==> src/rtl/Asynchronous_FIFO_pkg.sv <==
// Asynchronous_FIFO_pkg: shared FIFO constants plus write-port arbiter defaults, state type and one-hot helper
package Asynchronous_FIFO_pkg;
  localparam int DEF_DATA_WIDTH = 8;
  localparam int DEF_NUM_REQ    = 4;
  localparam int DEF_MAX_BURST  = 4;
  localparam int MAX_REQ        = 8;
  typedef enum logic {ARB_IDLE, ARB_BURST} arb_state_t;
  function automatic logic [MAX_REQ-1:0] onehot(input logic [2:0] idx);
    return MAX_REQ'(1) << idx;
  endfunction
endpackage

==> src/rtl/fifo_wr_arbiter_rr_pick.sv <==
// rr_pick: combinational round-robin selector, first set request after i_last wrapping modulo N
module rr_pick #(
  parameter int N = 4,
  localparam int W = $clog2(N)
) (
  input  logic [N-1:0] i_req,
  input  logic [W-1:0] i_last,
  output logic [W-1:0] o_owner,
  output logic         o_valid
);
  int w_j;
  always_comb begin
    o_owner = '0;
    w_j = 0;
    for (int k = N; k >= 1; k--) begin
      w_j = int'(i_last) + k;
      w_j = w_j >= N ? w_j - N : w_j;
      o_owner = i_req[w_j[W-1:0]] ? w_j[W-1:0] : o_owner;
    end
  end
  assign o_valid = |i_req;
endmodule

==> src/rtl/fifo_wr_arbiter.sv <==
// fifo_wr_arbiter: round-robin owner of the FIFO write port, bursts of up to MAX_BURST words per grant.
// Defining FIFO_ARB_STATS_EN adds per-producer word counters and a full-stall counter.
module fifo_wr_arbiter
  import Asynchronous_FIFO_pkg::*;
#(
  parameter int NUM_REQ    = DEF_NUM_REQ,
  parameter int DATA_WIDTH = DEF_DATA_WIDTH,
  parameter int MAX_BURST  = DEF_MAX_BURST
) (
  input  logic                          clk_wr,
  input  logic                          rst,
  input  logic [NUM_REQ-1:0]            req,
  input  logic [NUM_REQ*DATA_WIDTH-1:0] req_data,
  output logic [NUM_REQ-1:0]            ack,
  output logic [NUM_REQ-1:0]            gnt,
  input  logic                          full,
  output logic                          wr_en,
  output logic [DATA_WIDTH-1:0]         data_in,
  output logic                          busy
`ifdef FIFO_ARB_STATS_EN
  ,
  output logic [NUM_REQ*16-1:0]         word_cnt,
  output logic [15:0]                   stall_cnt
`endif
);
  localparam int W  = $clog2(NUM_REQ);
  localparam int CW = $clog2(MAX_BURST + 1);
  arb_state_t         r_state;
  logic [NUM_REQ-1:0] r_gnt;
  logic [W-1:0]       r_last;
  logic [CW-1:0]      r_cnt;
  logic [W-1:0]       w_owner;
  logic               w_valid;
  logic               w_own_req;
  logic               w_wr;
  logic [MAX_REQ-1:0] w_oh;
  rr_pick #(.N(NUM_REQ)) u_pick (
    .i_req   (req),
    .i_last  (r_last),
    .o_owner (w_owner),
    .o_valid (w_valid)
  );
  assign w_oh      = onehot(3'(w_owner));
  // r_last doubles as the current owner while in BURST
  assign w_own_req = req[r_last];
  assign w_wr      = (r_state == ARB_BURST) && w_own_req && !full;
  assign ack       = w_wr ? r_gnt : '0;
  assign wr_en     = w_wr;
  assign data_in   = w_wr ? req_data[r_last*DATA_WIDTH +: DATA_WIDTH] : '0;
  assign busy      = r_state == ARB_BURST;
  assign gnt       = r_gnt;
  always_ff @(posedge clk_wr or posedge rst)
    if (rst) begin
      r_state <= ARB_IDLE;
      r_gnt   <= '0;
      r_cnt   <= '0;
      r_last  <= W'(NUM_REQ - 1);
    end else if (r_state == ARB_IDLE) begin
      if (w_valid) begin
        r_state <= ARB_BURST;
        r_gnt   <= w_oh[NUM_REQ-1:0];
        r_last  <= w_owner;
        r_cnt   <= '0;
      end
    end else if (!w_own_req || (w_wr && r_cnt == CW'(MAX_BURST - 1))) begin
      r_state <= ARB_IDLE;
      r_gnt   <= '0;
      r_cnt   <= '0;
    end else if (w_wr)
      r_cnt <= r_cnt + 1'b1;
`ifdef FIFO_ARB_STATS_EN
  logic [NUM_REQ-1:0][15:0] r_word_cnt;
  logic [15:0]              r_stall_cnt;
  always_ff @(posedge clk_wr or posedge rst)
    if (rst) begin
      r_word_cnt  <= '0;
      r_stall_cnt <= '0;
    end else begin
      for (int i = 0; i < NUM_REQ; i++)
        if (ack[i]) r_word_cnt[i] <= r_word_cnt[i] + 16'd1;
      if (busy && full && w_own_req && r_stall_cnt != 16'hFFFF) r_stall_cnt <= r_stall_cnt + 16'd1;
    end
  assign word_cnt  = r_word_cnt;
  assign stall_cnt = r_stall_cnt;
`endif
endmodule

==> config.mk <==
export PLATFORM = sky130hd
export DESIGN_NAME = fifo_wr_arbiter
export DESIGN_NICKNAME = d
export VERILOG_FILES = /design/src/rtl/Asynchronous_FIFO_pkg.sv /design/src/rtl/fifo_wr_arbiter_rr_pick.sv /design/src/rtl/fifo_wr_arbiter.sv
export SDC_FILE = /design/constraint.sdc
export NUM_CORES = 1
export LEC_CHECK = 0
export CAP_MARGIN = 20
export CORE_MARGIN = 5
export CORE_UTILIZATION = 32
export DETAILED_ROUTE_END_ITERATION = 6
export GPL_ROUTABILITY_DRIVEN = 0
export MAX_ROUTING_LAYER = met4
export PLACE_DENSITY = 0.76
export SYNTH_ARGS = -nofsm -noshare
export SYNTH_HDL_FRONTEND = slang
export SYNTH_SLANG_ARGS = --single-unit
export TNS_END_PERCENT = 5
==> constraint.sdc <==
create_clock -name clk_wr -period 1.74 [get_ports clk_wr]
set_input_delay 0.261 -clock clk_wr [delete_from_list [all_inputs] [get_ports clk_wr]]
set_output_delay 0.261 -clock clk_wr [all_outputs]
set_load 0.02 [all_outputs]
# Yosys cells after proc, flatten, opt, wreduce, memory -nomap -nowiden
# Index checks and enable logic that the tools add are counted.
# totals
reg_bits	10
wordCells	69
out_inout_bits	18
inputBits	39
# op_classes
n_eq_ne	3
bitwise	1
magnitude_cmp	9
n_reduce_logical	11
mux	30
shifts	2
n_addsub	9
# ops
op	count
indexed part select 32 x 6 -> 8 bit	1
two-way mux 2 bit	8
two-way mux 4 bit	4
less-than comparator 2 x 3 -> 1 bit (second input constant)	5
two-way mux 3 bit	4
binary-select mux 1 bit (select 2 bit)	5
>= comparator 3 bit (second input constant)	3
two-way mux 1 bit	8
two-way mux 8 bit	1
subtractor 2 x 1 -> 2 bit (second input constant)	4
adder 2 x 2 -> 3 bit (second input constant)	2
AND reduction 2 bit	3
adder 2 x 3 -> 4 bit (second input constant)	1
>= comparator 4 x 3 -> 1 bit (second input constant)	1
OR reduction 4 bit	1
left shift 1 x 2 -> 4 bit (first input constant)	1
adder 2 x 1 -> 3 bit (second input constant)	1
adder 3 x 1 -> 3 bit (second input constant)	1
== test 3 x 2 -> 1 bit (second input constant)	1
logical AND 1 bit	3
!= test 3 x 1 -> 1 bit (second input constant)	1
logical NOT 1 bit	2
!= test 2 x 1 -> 1 bit (second input constant)	1
nonzero test 2 bit	1
2 further kinds	2

# Longest topological paths before layout
# logic_depth
word_depth	12
ltp_mapped	6
mapped_depth_nobuf	5

# Cells and area by module
# A second synthesis with hierarchy kept.
# unflattened
cells_unflattened	84
hier_area_um2	884.6
# modules_own_cells
mod	cells_each	n_inst	area_each_um2	seq_area_each_um2
fifo_wr_arbiter	71	1	814.5	252.7
rr_pick	13	1	70.1	0.0

# Worst setup path after synthesis
# Ideal clock, no wire load.
# synth_path
kind	register to output
startpoint	register r_last[1]
endpoint	output port data_in[0]
arrival_ns	1.588
stages_incl_launch_ff	7
path_buffers	2
required_time_ns	1.479
slack_ns	-0.109
path_cell_list	dfstp_2 > buf_4 > mux2i_1 > o22a_1 > nor2_1 > buf_2 > and2_1
# synth_between
elab_chain_cells	5
word_cells_on_any_way	6
classes_between	shift: 1; mux: 3; reduce/logical: 2
# synth_lines
item	line	text
start: declaration	fifo_wr_arbiter.sv:30	logic [W-1:0] r_last;
start signal: assignment	fifo_wr_arbiter.sv:57	r_last <= W'(NUM_REQ - 1);
start signal: assignment	fifo_wr_arbiter.sv:62	r_last <= w_owner;
binary-select mux 1 bit (select 2 bit)	fifo_wr_arbiter.sv:45	assign w_own_req = req[r_last];
two-way mux 1 bit (implied by the code)	fifo_wr_arbiter.sv:45	
logical AND 1 bit (2 in series)	fifo_wr_arbiter.sv:46	assign w_wr = (r_state == ARB_BURST) && w_own_req && !full;
named net wr_en	fifo_wr_arbiter.sv:17	output logic wr_en,
two-way mux 8 bit	fifo_wr_arbiter.sv:49	assign data_in = w_wr ? req_data[r_last*DATA_WIDTH +: DATA_WIDTH] : '0;
end: declaration	fifo_wr_arbiter.sv:18	output logic [DATA_WIDTH-1:0] data_in,
# The timed path passes the listed nets, and every way through them passes these cells. The select of a mux whose other input is x is not followed.

# Final worst setup path
# layout_path
startpoint	register r_last[1]
endpoint	output port ack[0]
# layout_between
elab_chain_cells	5
# layout_lines
item	line	text
binary-select mux 1 bit (select 2 bit)	fifo_wr_arbiter.sv:45	
two-way mux 1 bit (implied by the code)	fifo_wr_arbiter.sv:45	
logical AND 1 bit (2 in series)	fifo_wr_arbiter.sv:46	
two-way mux 4 bit	fifo_wr_arbiter.sv:47	assign ack = w_wr ? r_gnt : '0;
end: declaration	fifo_wr_arbiter.sv:14	output logic [NUM_REQ-1:0] ack,
# No other way between the ends. The select of a mux whose other input is x is not followed.

==> flow_summary_export.csv <==
group,metric,value,unit
run,cap_violations,0,
clocking,htree_levels,1,
clocking,clkLatencyLatePin,260,ps
grt,grt-ovfl-total,0,
floorplan,core,2500,um2
logic_synthesis,synth_area,850,um2
final_layout,final_cell_mix,"clkdlybuf4s50_1, buf_4, and2_4, buf_6",
setup_path,crit_path_start,"r_last[1]",
setup_path,critical_path.max_fanout,7,
setup_path,reg2reg_to,"r_cnt[2]",
routing,num_vias,990,
grt,grt_max_degree,15,
final_layout,area_delta_synth_final,102,%
logic_synthesis,seq_area_frac_synth,29.7,%
routing,drtPass1Iterations,4,
floorplan,rows,18,
timing,relSlewSlack,72.1,%
setup_path,end_kind,"output pin",
clocking,numCtsBuffers,3,
placed_design,dp_hpwl,2490,um
setup_path,crit_chain,"mux2i_2 > o22a_2 > nor2_4 > and2_1 > buf_2",
logic_synthesis,ys_seq_elements,10,
logic_synthesis,syn-num-nets,120,
final_layout,layout_commonest_cell,"clkdlybuf4s50_1",
grt,grtUsageTotal,16.9,%
routing,drc,0,
setup_path,critPathArrivalTime,1800,ps
logic_synthesis,ys_warn_count,0,
logic_synthesis,syn_inst,79,
routing,first_iter_violations,29,
setup_path,critical_path.endpoint,"ack[0]",
placed_design,numPortBuffers,56,
timing,final-setup-viol-count,18,
timing,finalWorstSetupSlack,-321,ps
grt,grt_pass1_vias,1027,
floorplan,io_pins,57,
status,status,"finished, violations left",
setup_path,crit_required,1480,ps
grt,grt_first_pass_wirelength,4570,um
setup_path,startpoint_type,"register",
routing,via_per_inst,5.29,
setup_path,crit_type,"register to output pin",
timing,slew_violations,0,
power_and_ir_drop,total_power,2.29,mW
floorplan,die-area,3790,um2
timing,fmax,0.485,GHz
clocking,clock-sinks,10,
power_and_ir_drop,vdd_drop_max,0.813,mV
clocking,cts_tree,"done",
final_layout,insertedDiodeCount,0,
timing,grt_setup_unrepaired,"true",
power_and_ir_drop,powerDensity,1330,nW/um2
logic_synthesis,ys_types,30,
timing,timing.hold.ws,269,ps
timing,finClkSkew,0.318,ps
routing,wirelength,3250,um
setup_path,worstReg2RegStart,"r_last[1]",
grt,antenna_found_initial,0,
timing,period_needed,2060,ps
clocking,clk_pin_slew,70,ps
setup_path,regToRegSetupSlack,-280,ps
setup_path,critPathSlowestCell,"dfstp_2",
final_layout,fin_nets,199,
floorplan,die_h,61.5,um
clocking,cts_root_buffer,"clkbuf_4",
clocking,clk_path_buf_depth,2,
timing,worst_slew_pin_slew,416,ps
floorplan,die_w,61.5,um
logic_synthesis,syn_avg_cell_area,10.8,um2
hold_path,hold_path_class,"input pin to asynchronous set/reset pin",
routing,wire_per_inst,17.4,um
timing,fin_crit_sh,118,%
status,violations,"setup timing",
setup_path,reg2regPathDepth,11,
final_layout,drive_gt1_share,45.9,%
power_and_ir_drop,leakagePower,0.732,nW
routing,drt.antenna.violating_nets,0,
timing,final_hold_viol_count,0,
setup_path,critical-path-max-stage-delay,580,ps
floorplan,initial_core_util,34.0,%
[final cells by class]
type / count / area (um2)
Fill cell: 185 / 781
Timing Repair Buffer: 77 / 737
Multi-Input combinational cell: 63 / 644
Sequential cell: 10 / 253
Tap cell: 30 / 37.5
Clock buffer: 4 / 36.3
Inverter: 3 / 11.3
[power by group]
| group | leakage (nW) | internal [mW] | switching (mW) |
|---|---|---|---|
| registers | 0.127 | 0.344 | 0.0939 |
| clock network | 0.0210 | 0.127 | 0.0859 |
| logic | 0.584 | 0.938 | 0.705 |
| total | 0.732 | 1.41 | 0.884 |
[kinds of logic after synthesis]
group	count (synthesis)	share of synthesized area (%)
fa+ha+maj	2	2.95
flops	10	29.7
mux	12	26.1
buf+inv	7	3.98
simple gates	31	21.6
compound gates	17	15.6
[Yosys cell counts]
library cell	n	area, um2
and3b_1	1	8.76
dfrtp_1	8	200
and2b_1	2	15.0
ha_1	2	25.0
nor4_1	1	6.26
or2_2	1	6.26
o221ai_2	1	15.0
nand2b_1	3	18.8
o21bai_1	1	7.51
o221ai_1	1	8.76
o22ai_1	3	18.8
nor2_1	2	7.51
o2bb2ai_1	2	17.5
a32o_1	2	20.0
and2_1	12	75.1
mux2i_1	3	30.0
dfstp_2	2	52.6
or4_4	1	11.3
o31a_1	1	8.76
buf_4	1	7.51
mux4_2	8	180
o31ai_1	1	7.51
mux2_2	1	11.3
o21ai_0	1	5.00
o22a_1	1	8.76
buf_2	3	15.0
inv_1	3	11.3
a21oi_1	3	15.0
nor2b_1	2	12.5
nand2_1	6	22.5
[registers in the layout, summed over array words and instances (netlist names)]
register / count
gnt: 4
r_cnt: 3
busy: 1
r_last: 2
[per-layer routing]
layer / part of all wire, % / up-vias / track usage, %
met5: 0 / - / -
met4: 0.55 / 0 / 4.85
met1: 39 / 477 / 18.3
li1: - / 461 / -
met2: 48 / 48 / 31.1
met3: 12 / 4 / 3.14
[worst min-delay path by stage]
stage,end,slack [ps],cells past startpoint
after global routing,r_cnt[1],290,2
after floorplan,busy,100,1
after global placement,r_cnt[0],470,1
final,r_cnt[1],270,2
after CTS,r_cnt[1],280,2
after detailed placement,r_cnt[0],490,1
[per-stage QoR]
| stage | setup slack [ps] | instance area, um2 | utilization, % | TNS (ps) | instances |
|---|---|---|---|---|---|
| after floorplan | -3.54 | 891 | - | -3.54 | 79 |
| after global placement | -589 | 1580 | 63.4 | -8820 | 175 |
| after detailed placement | -618 | 1580 | 63.4 | -9310 | 175 |
| after CTS | -311 | 1670 | 66.7 | -4150 | 186 |
| after global routing | -395 | 1720 | 68.8 | -5750 | 187 |
| final | -321 | 1720 | 68.8 | -4490 | 187 |
[repair_timing]
action,CTS,global route
cloned,0,1
buffers inserted,7,1
hold buffers,0,0
gates resized for setup,71,15
setup endpoints to repair,14,19
pin swaps,9,4
[worst max-delay path, delay by kind of cell, from the launching register on]
| kind | cells | cell delay [ps] |
|---|---|---|
| AO/OA/AOI/OAI | 1 | 260 |
| buffers and inverters | 1 | 150 |
| flip-flops | 1 | 580 |
| multiplexers | 1 | 270 |
| AND/OR/NAND/NOR | 2 | 270 |
(Power assumes the default switching activity.)
